`src/rtl/wave_pkg.sv`:
```
// Shared definitions for the waveform playlist sequencer.
//   - Wave-type codes understood by the generator.
//   - Sequencer FSM state encoding.
//   - is_legal_type(): true for the wave types the generator can play.
package wave_pkg;

  localparam logic [7:0] SAWTOOTH = 8'd1;
  localparam logic [7:0] TRIANGLE = 8'd2;
  localparam logic [7:0] SQUARE   = 8'd3;

  typedef enum logic [1:0] {
    IDLE,
    LOAD,
    RUN
  } state_t;

  function automatic logic is_legal_type(input logic [7:0] t);
    return (t == SAWTOOTH) || (t == TRIANGLE) || (t == SQUARE);
  endfunction

endpackage

```
`src/rtl/wave_tick_gen.sv`:
```
// Prescaler for the playlist sequencer: counts 0..PRESC-1 while en is high
// and raises tick during the PRESC-1 cycle.
// Ports:
//   clk, rst  clock and synchronous active-high reset
//   clr       restart the count from 0 (takes priority over en)
//   en        advance the count
//   tick      high while en and the count sits at PRESC-1
module wave_tick_gen #(
  parameter int unsigned PRESC = 100
) (
  input  logic clk,
  input  logic rst,
  input  logic clr,
  input  logic en,
  output logic tick
);

  localparam int unsigned PW = (PRESC > 1) ? $clog2(PRESC) : 1;

  logic [PW-1:0] cnt;

  assign tick = en && (cnt == PW'(PRESC - 1));

  always_ff @(posedge clk) begin
    if (rst || clr) begin
      cnt <= '0;
    end else if (tick) begin
      cnt <= '0;
    end else if (en) begin
      cnt <= cnt + PW'(1);
    end
  end

endmodule

```
`src/rtl/wave_seq_ctrl.sv`:
```
// Playlist sequencer for the waveform generator.
// Software writes up to DEPTH {wave_type, duration} entries; on start the
// entries are played in order, each for 1 + max(dur,1)*PRESC cycles,
// optionally wrapping back to entry 0.
// Ports:
//   clk, rst                      clock, synchronous active-high reset
//   cmd_valid/cmd_ready           playlist write handshake
//   cmd_type, cmd_dur             entry contents (dur 0 plays as 1)
//   clear                         empty the playlist (IDLE only)
//   start, stop                   begin / abort playback (pulses)
//   loop_en                       wrap from last entry to entry 0
//   gen_en, gen_cmd_rdy,
//   gen_wave_type                 generator control
//   busy, done, cur_idx, err      status
module wave_seq_ctrl
  import wave_pkg::*;
#(
  parameter int unsigned DEPTH = 4,
  parameter int unsigned DUR_W = 16,
  parameter int unsigned PRESC = 100
) (
  input  logic                     clk,
  input  logic                     rst,
  input  logic                     cmd_valid,
  output logic                     cmd_ready,
  input  logic [7:0]               cmd_type,
  input  logic [DUR_W-1:0]         cmd_dur,
  input  logic                     clear,
  input  logic                     start,
  input  logic                     stop,
  input  logic                     loop_en,
  output logic                     gen_en,
  output logic                     gen_cmd_rdy,
  output logic [7:0]               gen_wave_type,
  output logic                     busy,
  output logic                     done,
  output logic [$clog2(DEPTH)-1:0] cur_idx,
  output logic                     err
);

  localparam int unsigned IW = $clog2(DEPTH);
  localparam int unsigned CW = IW + 1;

  state_t           state, state_n;
  logic [IW-1:0]    idx, idx_n;
  logic [CW-1:0]    count, count_n;
  logic [DUR_W-1:0] dur_cnt;
  logic [7:0]       pl_type [DEPTH];
  logic [DUR_W-1:0] pl_dur  [DEPTH];

  logic hs, legal, store, fin, tick, last_tick, done_pend;

  assign hs        = cmd_valid && cmd_ready;
  assign legal     = is_legal_type(cmd_type);
  assign last_tick = tick && (dur_cnt == DUR_W'(1));

  wave_tick_gen #(
    .PRESC(PRESC)
  ) u_tick (
    .clk (clk),
    .rst (rst),
    .clr (state == LOAD),
    .en  (state == RUN),
    .tick(tick)
  );

  always_ff @(posedge clk) begin
    if (rst) begin
      state <= IDLE;
    end else begin
      state <= state_n;
    end
  end

  always_comb begin
    state_n = state;
    idx_n   = idx;
    count_n = count;
    store   = 1'b0;
    fin     = 1'b0;
    unique case (state)
      IDLE: begin
        if (clear) begin
          count_n = '0;
        end else if (hs && legal) begin
          store   = 1'b1;
          count_n = count + CW'(1);
        end
        // A write landing in the same cycle as start already counts.
        if (start && (count_n != '0)) begin
          state_n = LOAD;
          idx_n   = '0;
        end
      end
      LOAD: state_n = RUN;
      RUN: begin
        if (last_tick) begin
          if ((CW'(idx) + CW'(1)) < count) begin
            idx_n   = idx + IW'(1);
            state_n = LOAD;
          end else if (loop_en) begin
            idx_n   = '0;
            state_n = LOAD;
          end else begin
            idx_n   = '0;
            state_n = IDLE;
            fin     = 1'b1;
          end
        end
      end
      default: state_n = IDLE;
    endcase
    if (stop) begin
      state_n = IDLE;
      idx_n   = '0;
      fin     = 1'b0;
    end
  end

  // Playlist storage; emptiness is tracked by count, so no reset is needed.
  always_ff @(posedge clk) begin
    if (store) begin
      pl_type[count[IW-1:0]] <= cmd_type;
      pl_dur[count[IW-1:0]]  <= cmd_dur;
    end
  end

  // Outputs trail the FSM state by one register stage, except that stop
  // clears the generator controls at the same edge it returns to IDLE.
  always_ff @(posedge clk) begin
    if (rst) begin
      idx           <= '0;
      count         <= '0;
      dur_cnt       <= '0;
      done_pend     <= 1'b0;
      cmd_ready     <= 1'b1;
      gen_en        <= 1'b0;
      gen_cmd_rdy   <= 1'b0;
      gen_wave_type <= '0;
      busy          <= 1'b0;
      done          <= 1'b0;
      cur_idx       <= '0;
      err           <= 1'b0;
    end else begin
      idx   <= idx_n;
      count <= count_n;
      if (state == LOAD) begin
        dur_cnt <= (pl_dur[idx] == '0) ? DUR_W'(1) : pl_dur[idx];
      end else if (tick) begin
        dur_cnt <= dur_cnt - DUR_W'(1);
      end
      done_pend   <= fin;
      done        <= done_pend;
      cmd_ready   <= (state_n == IDLE) && (count_n < CW'(DEPTH));
      gen_en      <= !stop && (state != IDLE);
      gen_cmd_rdy <= !stop && (state == LOAD);
      if (!stop && (state == LOAD)) begin
        gen_wave_type <= pl_type[idx];
      end
      busy    <= (state_n != IDLE);
      cur_idx <= stop ? '0 : idx;
      err     <= hs && !legal;
    end
  end

endmodule
```
`config.mk`:
```
export PLATFORM = sky130hd
export DESIGN_NAME = wave_seq_ctrl
export DESIGN_NICKNAME = d
export VERILOG_FILES = /design/src/rtl/wave_pkg.sv /design/src/rtl/wave_tick_gen.sv /design/src/rtl/wave_seq_ctrl.sv
export SDC_FILE = /design/constraint.sdc
export NUM_CORES = 1
export LEC_CHECK = 0
export ABC_AREA = 1
export ABC_CLOCK_PERIOD_IN_PS = 5600
export CORE_MARGIN = 4
export CORE_UTILIZATION = 30
export CTS_BUF_LIST = sky130_fd_sc_hd__clkbuf_8
export CTS_CLUSTER_SIZE = 40
export DETAILED_ROUTE_END_ITERATION = 16
export PLACE_DENSITY = 0.44
export SETUP_SLACK_MARGIN = 0.4
export SLEW_MARGIN = 20
export SYNTH_ARGS = -nofsm -noshare
export SYNTH_HDL_FRONTEND = slang
export SYNTH_HIERARCHICAL = 1
export SYNTH_SLANG_ARGS = --single-unit
export TNS_END_PERCENT = 100
```
`constraint.sdc`:
```
create_clock -name clk -period 5.6 [get_ports clk]
set_clock_uncertainty 0.1 [all_clocks]
set_input_delay 1.12 -clock clk [delete_from_list [all_inputs] [get_ports clk]]
set_output_delay 1.12 -clock clk [all_outputs]
set_load 0.1 [all_outputs]
```
======== Word-level counts from Yosys, hierarchy flattened ========
Memories as Yosys holds them, arrays and structs flattened. A register that Yosys moved wholly into a read port is not among the register bits.
Index checks and enable logic that the tools add are counted.
word-level totals
  word-level logic and storage cells ...... 84
  memories ................................ 2
  output and inout port bits .............. 16
  RAM bits ................................ 96
  register bits after elaboration ......... 39
  input bits .............................. 31
operators by class
  reduce and logical (&&, ||, !) cells .... 26
  equal/unequal tests ..................... 9
  bitwise logic cells ..................... 2
  magnitude comparators ................... 2
  muxes and demuxes ....................... 25
  add/sub/neg operators ................... 5
memories
  memory   words  bits a word  rd ports  clocked after memory_dff  wr ports  line                 RTL
  pl_dur   4      16           1         1                         1         wave_seq_ctrl.sv:49  logic [DUR_W-1:0] pl_dur [DEPTH];
  pl_type  4      8            1         1                         1         wave_seq_ctrl.sv:48  logic [7:0] pl_type [DEPTH];
operators with widths
  kind                     number
  $mux W16                 3
  $eq A16 B1 Y1 const B    1
  $eq A8 B2 Y1 const B     2
  $logic_not A16 Y1        1
  $mux W2                  8
  $sub A16 B1 Y16 const B  1
  $mux W3                  4
  $logic_and A1 B1 Y1      9
  $eq A8 B1 Y1 const B     1
  $mux W1                  8
  $reduce_bool A2 Y1       4
  $add A7 B1 Y7 const B    1
  $eq A7 B7 Y1 const B     1
  $pmux W2 S3              1
  $reduce_or A5 Y1         1
  $logic_not A2 Y1         2
  $ne A2 B2 Y1 const B     2
  $pmux W2 S2              1
  $reduce_or A2 Y1         2
  $add A2 B1 Y3 const B    1
  $add A3 B1 Y3 const B    1
  $logic_or A1 B1 Y1       3
  $lt A3 B3 Y1             1
  $lt A3 B3 Y1 const B     1
  other kinds (7)          9

======== Logic depth before layout (Yosys ltp) ========
Gate-level depths: netlist of run 1.
  depth in word-level cells ............... 14
  gate-level depth with buffers ........... 15
  mapped depth without buffers ............ 15

======== Hierarchy ========
Netlist of run 1, hierarchy kept.
by module, submodules not included
  module         cells an instance  instances  area each (sq um)  seq. area each (sq um)
  wave_seq_ctrl  622                1          6,000.8            3,723.6
  wave_tick_gen  50                 1          366.6              140.1

======== Worst setup path before layout of run 1 ========
Ideal clock, no wire load.
  path type ............................... input to register
  from .................................... input port cmd_valid
  to ...................................... memory pl_dur[3][0], enable pin
  path buffers ............................ 0
  cell stages on the path ................. 4
  data arrival time ....................... 3.787 ns
  slack ................................... 1.245 ns
  setup time .............................. 0.468 ns
  data required time ...................... 5.032 ns
  cell sequence ........................... nand2_1 -> inv_1 -> nand3_1 -> nor4_1
between the ends
  word-level cells in the longest chain between the ends .. 7
ends and longest elaborated chain
  element                        line                  RTL
  start: declaration             wave_seq_ctrl.sv:24   input logic cmd_valid,
  $logic_and A1 B1 Y1            wave_seq_ctrl.sv:53   assign hs = cmd_valid && cmd_ready;
  $logic_and A1 B1 Y1            wave_seq_ctrl.sv:85   end else if (hs && legal) begin
  $mux W1                        wave_seq_ctrl.sv:85
  $mux W1                        wave_seq_ctrl.sv:83   if (clear) begin
  $mux W1                        wave_seq_ctrl.sv:81   unique case (state)
  $mux W1                        wave_seq_ctrl.sv:122  if (store) begin
  $mux W1 (not written as such)  wave_seq_ctrl.sv:124  pl_dur[count[IW-1:0]] <= cmd_dur;
  end: declaration               wave_seq_ctrl.sv:49
No other way between the ends.

======== Worst setup path in the final report of run 1 ========
  from .................................... register gen_wave_type[7], read port of pl_type
  to ...................................... output port gen_wave_type[7]
RTL lines
  element             line                 RTL
  start: declaration  wave_seq_ctrl.sv:34  output logic [7:0] gen_wave_type,
No word-level cell between the ends.

==> results of run 1 <==
[per-stage QoR]
| stage | instances | power (mW) | setup WS (ns) | hold WS [ns] | cell area (um2) |
|---|---|---|---|---|---|
| floorplan | 672 | 1.18 | 1.25 | 0.288 | 6370 |
| global placement | 975 | 1.22 | 2.36 | 0.294 | 7100 |
| detailed placement | 975 | 1.22 | 2.27 | 0.294 | 7100 |
| CTS | 1007 | 2.09 | 2.41 | 0.306 | 7520 |
| global route | 1007 | 2.15 | 2.36 | 0.334 | 7520 |
| finish | 1007 | 2.06 | 2.45 | 0.304 | 7520 |
[kinds of logic after synthesis]
kind of cell	count (synthesis)
mux	1
buf+inv	109
xor+xnor	8
flops	145
compound gates	101
simple gates	298
fa+ha+maj	10
[report_power, final]
part | internal, mW | switching [mW]
registers | 1.14 | 0.000898
clock network | 0.446 | 0.416
logic | 0.0252 | 0.0325
total | 1.61 | 0.449
[per-layer routing]
metal	wire, um	global-route usage (%)
met1	7310	17.7
met2	6940	20.7
met3	488	3.32
met4	209	4.21
met5	0	0
[cells in the mapped netlist, types with 5 or more instances]
cell | number | area (um2)
buf_2 | 13 | 65.1
a21oi_1 | 22 | 110
nand3_1 | 55 | 275
nand2_1 | 142 | 533
nor3_1 | 10 | 50.1
ha_1 | 10 | 125
edfxtp_1 | 96 | 2880
clkbuf_1 | 6 | 22.5
nor2_1 | 71 | 267
dfxtp_1 | 49 | 981
inv_2 | 5 | 18.8
xor2_1 | 7 | 61.3
o211ai_1 | 12 | 90.1
inv_1 | 80 | 300
o22ai_1 | 9 | 56.3
o21ai_0 | 43 | 215
[registers in the layout (all words and copies together) (netlist names), named ones only]
name / flops
dur_cnt: 16
gen_wave_type: 8
u_tick/cnt: 7
cur_idx: 2
cmd_ready: 1
busy: 1
idx: 2
done: 1
gen_cmd_rdy: 1
err: 1
gen_en: 1
state: 2
pl_dur: 64
count: 3
pl_type: 32
done_pend: 1
[layout make-up]
class                           count  area [um2]
Fill cell                        2199       13400
Sequential cell                   145        3860
Multi-Input combinational cell    418        2070
Timing Repair Buffer               51         498
Tap cell                          275         344
Inverter                           86         323
Clock buffer                       17         234
Clock inverter                     15         183
[path summary, 6_finish.rpt]
kind                                       start                to  depth (start not counted)
worst min register to register         done_pend              done                          2
worst max-delay path            gen_wave_type[7]  gen_wave_type[7]                          1
worst min-delay path                   done_pend              done                          2
worst max register to register          state[1]          register                         14
==> reports/qor.txt, run 1 <==
sequential fraction of the synthesis area = 60.7%
Setup TNS Final = 0 ns
gr ovfl total = 0
adder-cell share of the synthesized area = 1.97%
critical path's top delay family = buffers and inverters
Critical Path AT = 1.93 ns
flops & latches, synth = 145
worst-path cell chain = clkdlybuf4s50_1
Avg Synthesized Cell Area = 9.48 um2
most frequent cells in the layout = nand2_1, edfxtp_1, inv_1
DP Wirelength = 10,100 um
critical-path cell with the highest stage delay = clkdlybuf4s50_1
H-tree depth = 4
kind of critical path = reg -> out
Setup Buffers After CTS = 0
clock-pin slew on the worst setup and hold paths = 0.08 ns
routability cong. = 0.818
TritonCTS Buffers = 17
number of flops mapped to enable cells by yosys = 96
IO buf count = 46
Vias/cell = 4.56
CTS root buf = clkbuf_8
Buf/Inv on CP = 1
status = completed
GRT Total Usage = 13.1%
Unique masters post-synth = 37
FFs w/ async S/R, synth = 0%
clock network latency to the later pin of the worst-skew pair = 0.44 ns
commonest non-fill, non-tap cell in the layout = nand2_1
Crit. End Element = output pin
Max Transition Viols Final = 0
# DRC = 0
Die Width = 154 um
max incr delay on CP = 1.14 ns
count of final setup violators = 0
fmax = 0.317 GHz
Mapped Cells = 672
Tightest Pin Transition = 1.00 ns
Synth Area in Simple Gates = 20.1%
I/O pin count = 47
largest family of logic cells by synthesized area = simple AND/OR/NAND/NOR gates
clock buffer depth = 2
Final Util = 35.9%
clk sinks = 145
core region area = 0.0210 mm2
vias in the first global route = 4,532
XOR/XNOR Fraction of Synth Area = 1.10%
Die Footprint = 0.0236 mm2
Syn-to-layout area delta = 18.1%
Final nets = 760
fin crit share = 56.2%
max-cap violation count = 0
initial antenna violation count = 0
Final min period = 3.15 ns
Worst Path Max Fanout = 2
syn nets = 713
first-pass GRT wire length = 24,300 um
multiplexer area fraction after synthesis = 0.157%
r2r setup slk = 2.82 ns
pwr/cell area = 274 mW/mm2
largest net degree at the start of global routing = 34
Initial Util = 30.4%
final wirelength = 14,900 um
CP required = 4.38 ns
die height = 154 um
Startpoint Class = register
Max IR drop VDD = 158 uV
layout cell share with drive strength beyond 1 = 8.47%
starting DRC count in detailed routing = 266
Placement Rows = 53
Post-Syn Area = 0.00637 mm2
Post-CTS Hold Buffers = 0
P_leak = 2.94 nW
Routed WL per cell = 14.8 um
Routed Antenna Nets = 0
slew margin rel. = 32.9%
RSZ-0062 raised after global routing = false
TritonCTS clock tree = built
HP Class = reg -> reg
Final Hold Viols = 0
ys flop type = edfxtp_1
diodes inserted = 0
Synth Area in Compound Gates = 9.06%
CTS-repair resized insts = 0
DR vias = 4,595
YS warnings = 6
First-pass DRT Iterations = 4
Power figures use the tool's default switching activity.
==> inputs of run 2 (changes only) <==
--- a/config.mk
+++ b/config.mk
@@ -6,13 +6,13 @@
 export NUM_CORES = 1
 export LEC_CHECK = 0
 export ABC_AREA = 1
-export ABC_CLOCK_PERIOD_IN_PS = 5600
+export ABC_CLOCK_PERIOD_IN_PS = 2550
 export CORE_MARGIN = 4
 export CORE_UTILIZATION = 30
 export CTS_BUF_LIST = sky130_fd_sc_hd__clkbuf_8
 export CTS_CLUSTER_SIZE = 40
 export DETAILED_ROUTE_END_ITERATION = 16
-export PLACE_DENSITY = 0.44
+export PLACE_DENSITY = 0.46
 export SETUP_SLACK_MARGIN = 0.4
 export SLEW_MARGIN = 20
 export SYNTH_ARGS = -nofsm -noshare
==> constraint.sdc (replaced) <==
create_clock -name clk -period 2.55 [get_ports clk]
set_clock_uncertainty 0.1 [all_clocks]
set_input_delay 0.51 -clock clk [delete_from_list [all_inputs] [get_ports clk]]
set_output_delay 0.51 -clock clk [all_outputs]
set_load 0.1 [all_outputs]
==> run 2 against run 1 <==
  * Die area unchanged
  * Register-to-register slack worse by 2.2 ns
  * Count of clock-buffer cells in the layout unchanged
  * Largest cell class unchanged
==> reports/qor.txt, run 2 (synthesized netlist as in run 1, its figures left out) <==
Post-CTS Hold Buffers = 0 (unchanged)
clock buffer depth = 2 (unchanged)
Startpoint Class = primary input (was register)
final wirelength = 15,000 um (was 14,900 um)
Placement Rows = 53 (unchanged)
max incr delay on CP = 0.52 ns (was 1.14 ns)
vias in the first global route = 4,564 (was 4,532)
Tightest Pin Transition = 0.546 ns (was 1.00 ns)
gr ovfl total = 0 (unchanged)
Crit path top cell by count = nor2_4
max reg flops = 64 (unchanged)
Vias/cell = 4.51 (was 4.56)
# DRC = 0 (unchanged)
HP Class = reg -> reg (unchanged)
first-pass GRT wire length = 24,500 um (was 24,300 um)
layout cell share with drive strength beyond 1 = 15.6% (was 8.47%)
Final Util = 37.0% (was 35.9%)
CP required = 2.61 ns (was 4.38 ns)
H-tree depth = 4 (unchanged)
setup ws final = 0.521 ns (was 2.45 ns)
Place WS = 0.0102 ns (was 2.27 ns)
DR vias = 4,631 (was 4,595)
slew margin rel. = 63.5% (was 32.9%)
Pwr Total = 4.42 mW (was 2.06 mW)
GRT Total Usage = 13.2% (was 13.1%)
fin crit share = 79.6%
final instance count without filler cells = 1,027 (was 1,007)
Max Transition Viols Final = 0 (unchanged)
TritonCTS Buffers = 17 (unchanged)
Final min period = 2.03 ns
Post-Place Cells = 991 (was 975)
Die Width = 154 um (unchanged)
Routed WL per cell = 14.6 um (was 14.8 um)
largest net degree at the start of global routing = 33 (was 34)
fmax = 0.493 GHz
pwr/cell area = 570 mW/mm2 (was 274 mW/mm2)
Die Footprint = 0.0236 mm2 (unchanged)
initial antenna violation count = 0 (unchanged)
Max IR drop VDD = 257 uV (was 158 uV)
die height = 154 um (unchanged)
RSZ-0062 raised after global routing = false (unchanged)
max-cap violation count = 0 (unchanged)
I/O pin count = 47 (unchanged)
Final Hold Viols = 0 (unchanged)
Initial Util = 30.4% (unchanged)
First-pass DRT Iterations = 5 (was 4)
Critical Path AT = 2.09 ns (was 1.93 ns)
count of final setup violators = 0 (unchanged)
Syn-to-layout area delta = 21.6% (was 18.1%)
clock-pin slew on the worst setup and hold paths = 0.09 ns (was 0.08 ns)
filler cell count = 2,121 (was 2,199)
most frequent cells in the layout = nand2_1, edfxtp_1, inv_1 (unchanged)
IO buf count = 46 (unchanged)
TritonCTS clock tree = built (unchanged)
core region area = 0.0210 mm2 (unchanged)
commonest non-fill, non-tap cell in the layout = nand2_1 (unchanged)
Crit. End Element = register (was output pin)
Routed Antenna Nets = 0 (unchanged)
Final nets = 780 (was 760)
diodes inserted = 0 (unchanged)
starting DRC count in detailed routing = 247 (was 266)
kind of critical path = in -> reg (was reg -> out)
CTS root buf = clkbuf_8 (unchanged)
routability cong. = 0.818 (about the same)
Setup TNS Final = 0 ns (unchanged)
worst-path cell chain = clkdlybuf4s50_1 -> nor2_4 -> nand2_2 -> nor2_4 -> nand4_1 -> nor2_2 -> buf_4 (was clkdlybuf4s50_1)
clk sinks = 145 (unchanged)
Worst Path Max Fanout = 8 (was 2)
status = completed (unchanged)
DP Wirelength = 10,400 um (was 10,100 um)
critical-path cell with the highest stage delay = clkdlybuf4s50_1 (unchanged)
clock network latency to the later pin of the worst-skew pair = 0.45 ns (was 0.44 ns)
P_leak = 3.07 nW (was 2.94 nW)
[run 2: cell types whose count changed in the layout (fill, tap and decap cells not counted), sizes merged]
cell / delta
inv: +6
clkinvlp: -1
clkinv: -2
buf: +36
clkdlybuf4s50: -16
bufinv: -3
[run 2: per-layer routing]
| layer | share of wire, % | routed length, um | global-route usage [%] | up-vias |
|---|---|---|---|---|
| met5 | 0 | 0 | 0 | - |
| met4 | 1.2 | 179 | 4.08 | 0 |
| met3 | 2.7 | 411 | 3.15 | 13 |
| met2 | 48 | 7130 | 21.4 | 68 |
| met1 | 49 | 7280 | 17.5 | 2168 |
| li1 | - | - | - | 2382 |
[run 2: metrics by stage]
step / area (um2) / hold slack, ns
2_1_floorplan: 6440 / 0.288
3_3_place_gp: 7290 / 0.305
3_5_place_dp: 7290 / 0.309
4_1_cts: 7690 / 0.321
5_1_grt: 7740 / 0.352
6_report: 7740 / 0.314
[run 2: report_power, final]
group	internal [mW]	switching (mW)	total [mW]
registers	2.50	0.00158	2.50
logic	0.0606	0.0779	0.139
clock network	0.745	1.04	1.78
total	3.30	1.12	4.42
[run 2: worst max-delay path: cells and delay by family]
kind	cells	cell delay, ns
AND/OR/NAND/NOR	5	0.83
buffers and inverters	2	0.74
[run 2: final cells by class]
type | count | area [um2] | share of cell area [%]
repair buffers | 71 | 658 | 8.50
well taps | 275 | 344 | 4.44
clock buffers | 17 | 234 | 3.02
clock inverters | 15 | 163 | 2.10
flip-flops and latches | 145 | 3870 | 50.0
inverters | 86 | 325 | 4.20
multi-input cells | 418 | 2150 | 27.8
[run 2: path summary, 6_finish.rpt]
path                     from            end  slack [ns]  cells after the start
setup reg to reg     state[1]         idx[0]        0.59                     13
hold reg to reg     done_pend           done        0.31                      2
setup / recovery  cmd_type[5]  pl_type[2][2]        0.52                      7
hold / removal      done_pend           done        0.31                      2
[run 2: timing repair]
item	in CTS	in global routing
endpoints found under the setup margin	6	8
resized for setup	4	6
pin swaps	1	6
setup buffers	0	4
==> inputs of run 3 (changes only) <==
--- a/config.mk
+++ b/config.mk
@@ -6,7 +6,7 @@
 export NUM_CORES = 1
 export LEC_CHECK = 0
 export ABC_AREA = 1
-export ABC_CLOCK_PERIOD_IN_PS = 2550
+export ABC_CLOCK_PERIOD_IN_PS = 1700
 export CORE_MARGIN = 4
 export CORE_UTILIZATION = 30
 export CTS_BUF_LIST = sky130_fd_sc_hd__clkbuf_8
==> constraint.sdc (replaced) <==
create_clock -name clk -period 1.7 [get_ports clk]
set_clock_uncertainty 0.1 [all_clocks]
set_input_delay 0.34 -clock clk [delete_from_list [all_inputs] [get_ports clk]]
set_output_delay 0.34 -clock clk [all_outputs]
set_load 0.1 [all_outputs]
==> run 3 against run 2 <==
  * The run now ends with negative setup slack left
  * Die area unchanged
  * Cell count increased by 9.3%
  * Register-to-register slack got worse by 0.68 ns
  * Critical path type is now reg -> reg
  * Largest cell class unchanged
==> reports/qor.txt, run 3 (synthesized netlist as in run 1, its figures left out) <==
final instance count without filler cells = 1,123 (was 1,027)
Max Transition Viols Final = 0 (unchanged)
pwr/cell area = 724 mW/mm2 (was 570 mW/mm2)
Die Width = 154 um (unchanged)
CTS root buf = clkbuf_8 (unchanged)
I/O pin count = 47 (unchanged)
IO buf count = 46 (unchanged)
layout cell share with drive strength beyond 1 = 36.7% (was 15.6%)
Post-CTS Hold Buffers = 0 (unchanged)
kind of critical path = reg -> reg (was in -> reg)
max reg flops = 64 (unchanged)
H-tree depth = 4 (unchanged)
clock buffer depth = 2 (unchanged)
Final min period = 1.79 ns
r2r setup slk = -0.09 ns (was 0.59 ns)
most frequent cells in the layout = nand2_1, edfxtp_1, buf_4 (was nand2_1, edfxtp_1, inv_1)
first-pass GRT wire length = 26,200 um (was 24,500 um)
HP Class = in -> reg (was reg -> reg)
fmax = 0.558 GHz
Pwr Total = 6.79 mW (was 4.42 mW)
# DRC = 0 (unchanged)
GRT Total Usage = 14.0% (was 13.2%)
gr ovfl total = 0 (unchanged)
Crit. End Element = register (unchanged)
largest net degree at the start of global routing = 33 (unchanged)
starting DRC count in detailed routing = 239 (was 247)
Final Hold Viols = 0 (unchanged)
routability cong. = 0.827 (was 0.818)
First-pass DRT Iterations = 5 (unchanged)
Worst Path Max Fanout = 3 (was 8)
TritonCTS clock tree = built (unchanged)
register area = 0.00392 mm2 (was 0.00387 mm2)
final wirelength = 16,600 um (was 15,000 um)
clock-pin slew on the worst setup and hold paths = 0.09 ns (about the same)
failing checks = negative setup slack
area of the multi-input gates = 0.00253 mm2 (was 0.00215 mm2)
RSZ-0062 raised after global routing = true (was false)
diodes inserted = 0 (unchanged)
initial antenna violation count = 0 (unchanged)
max-cap violation count = 0 (unchanged)
worst hold start = cmd_type[6] (was done_pend)
Initial Util = 30.4% (unchanged)
Hold Path Sink = pl_type[1][6] (was done)
worst reg2reg path startpoint = state[1] (unchanged)
Tightest Pin Transition = 0.336 ns (was 0.546 ns)
core region area = 0.0210 mm2 (unchanged)
Critical Path AT = 2.02 ns (was 2.09 ns)
die height = 154 um (unchanged)
r2r worst-path depth = 15 (was 13)
Placement Rows = 53 (unchanged)
Final nets = 876 (was 780)
setup ws final = -0.0914 ns (was 0.521 ns)
Max IR drop VDD = 449 uV (was 257 uV)
clk sinks = 145 (unchanged)
DR vias = 5,100 (was 4,631)
Startpoint Class = register (was primary input)
vias in the first global route = 4,957 (was 4,564)
worst setup path startpoint = state[1] (was cmd_type[5])
hold path depth = 2 (unchanged)
Routed WL per cell = 14.8 um (was 14.6 um)
reg2reg end = idx[1] (was idx[0])
Vias/cell = 4.54 (was 4.51)
Die Footprint = 0.0236 mm2 (unchanged)
filler cell count = 1,987 (was 2,121)
Post-Place Cells = 1,063 (was 991)
status = complete, but fails checks (was completed)
Routed Antenna Nets = 0 (unchanged)
DP Wirelength = 10,800 um (was 10,400 um)
count of final setup violators = 30 (was 0)
P_leak = 3.81 nW (was 3.07 nW)
TritonCTS Buffers = 17 (unchanged)
clock network latency to the later pin of the worst-skew pair = 0.45 ns (about the same)
slew margin rel. = 77.4% (was 63.5%)
CP required = 1.93 ns (was 2.61 ns)
fin crit share = 105%
commonest non-fill, non-tap cell in the layout = nand2_1 (unchanged)
Syn-to-layout area delta = 47.4% (was 21.6%)
run 3: cell types whose count changed in the layout (fill, tap and decap cells not counted), moves of 15 or more:
cell and delta:
buf_12 +23, buf_6 +15, o21ai_0 -22, dfxtp_1 -26
dfxtp_2 +21, buf_4 +49, nand2_1 -16
run 3: final cells by class:
class | count | area share [%]
Timing Repair Buffer | 164 | 19.0
Inverter | 86 | 3.75
Timing Repair inverter | 3 | 0.520
Clock inverter | 13 | 1.61
Clock buffer | 19 | 2.79
Sequential cell | 145 | 41.7
Tap cell | 275 | 3.67
Multi-Input combinational cell | 418 | 26.9
run 3: repair_timing:
action                                  in CTS  in global routing
gates cloned                                 7                  1
buffers inserted                             9                 11
pin swaps                                   19                 24
endpoints found under the setup margin     155                154
hold endpoints to repair                     0                  0
gates resized for setup                     76                 70
run 3: worst max-delay path, stage by stage (launching register included):
cell	delay, ns
dfxtp_4	0.36
inv_4	0.04
nor2_4	0.12
nand2_4	0.07
nor2_4	0.12
nand2_4	0.07
inv_4	0.06
inv_2	0.04
nor3_2	0.11
nand3_2	0.14
nor2_4	0.16
inv_2	0.07
nand2_2	0.07
nand2_2	0.05
nand2_2	0.06
nor2_2	0.04
run 3: stage by stage:
| stage | hold slack, ns | setup TNS (ns) | area (um2) | utilization, % | setup slack [ns] |
|---|---|---|---|---|---|
| finish | 0.233 | -0.853 | 9380 | 44.8 | -0.0914 |
| global route | 0.215 | -4.00 | 9380 | 44.8 | -0.201 |
| CTS | 0.199 | -1.06 | 9040 | 43.1 | -0.0732 |
| detailed placement | 0.290 | -55.49 | 8210 | 39.2 | -0.583 |
| global placement | 0.294 | -52.78 | 8210 | 39.2 | -0.554 |
| floorplan | 0.281 | -30.37 | 6590 | - | -0.501 |
run 3: worst max path at each step:
stage | end | cells past startpoint
3_3_place_gp | pl_dur[3][7] | 7
2_1_floorplan | pl_dur[3][0] | 4
4_1_cts | idx[1] | 14
6_report | idx[1] | 15
3_5_place_dp | pl_dur[3][1] | 7
5_1_grt | idx[1] | 14
run 3: routing by layer:
metal  GRT usage (%)  vias up  part of all wire [%]
met4            5.42        0                   1.8
met3            2.59       23                   3.7
met2            22.5      110                    49
li1                -     2580                     -
met1            18.9     2387                    46
met5               0        -                     0
run 3: power by group:
group          internal, mW  switching [mW]  leakage (nW)
Clock                  1.41            1.37         0.207
Sequential             3.74         0.00325          1.27
Combinational         0.130           0.136          2.33
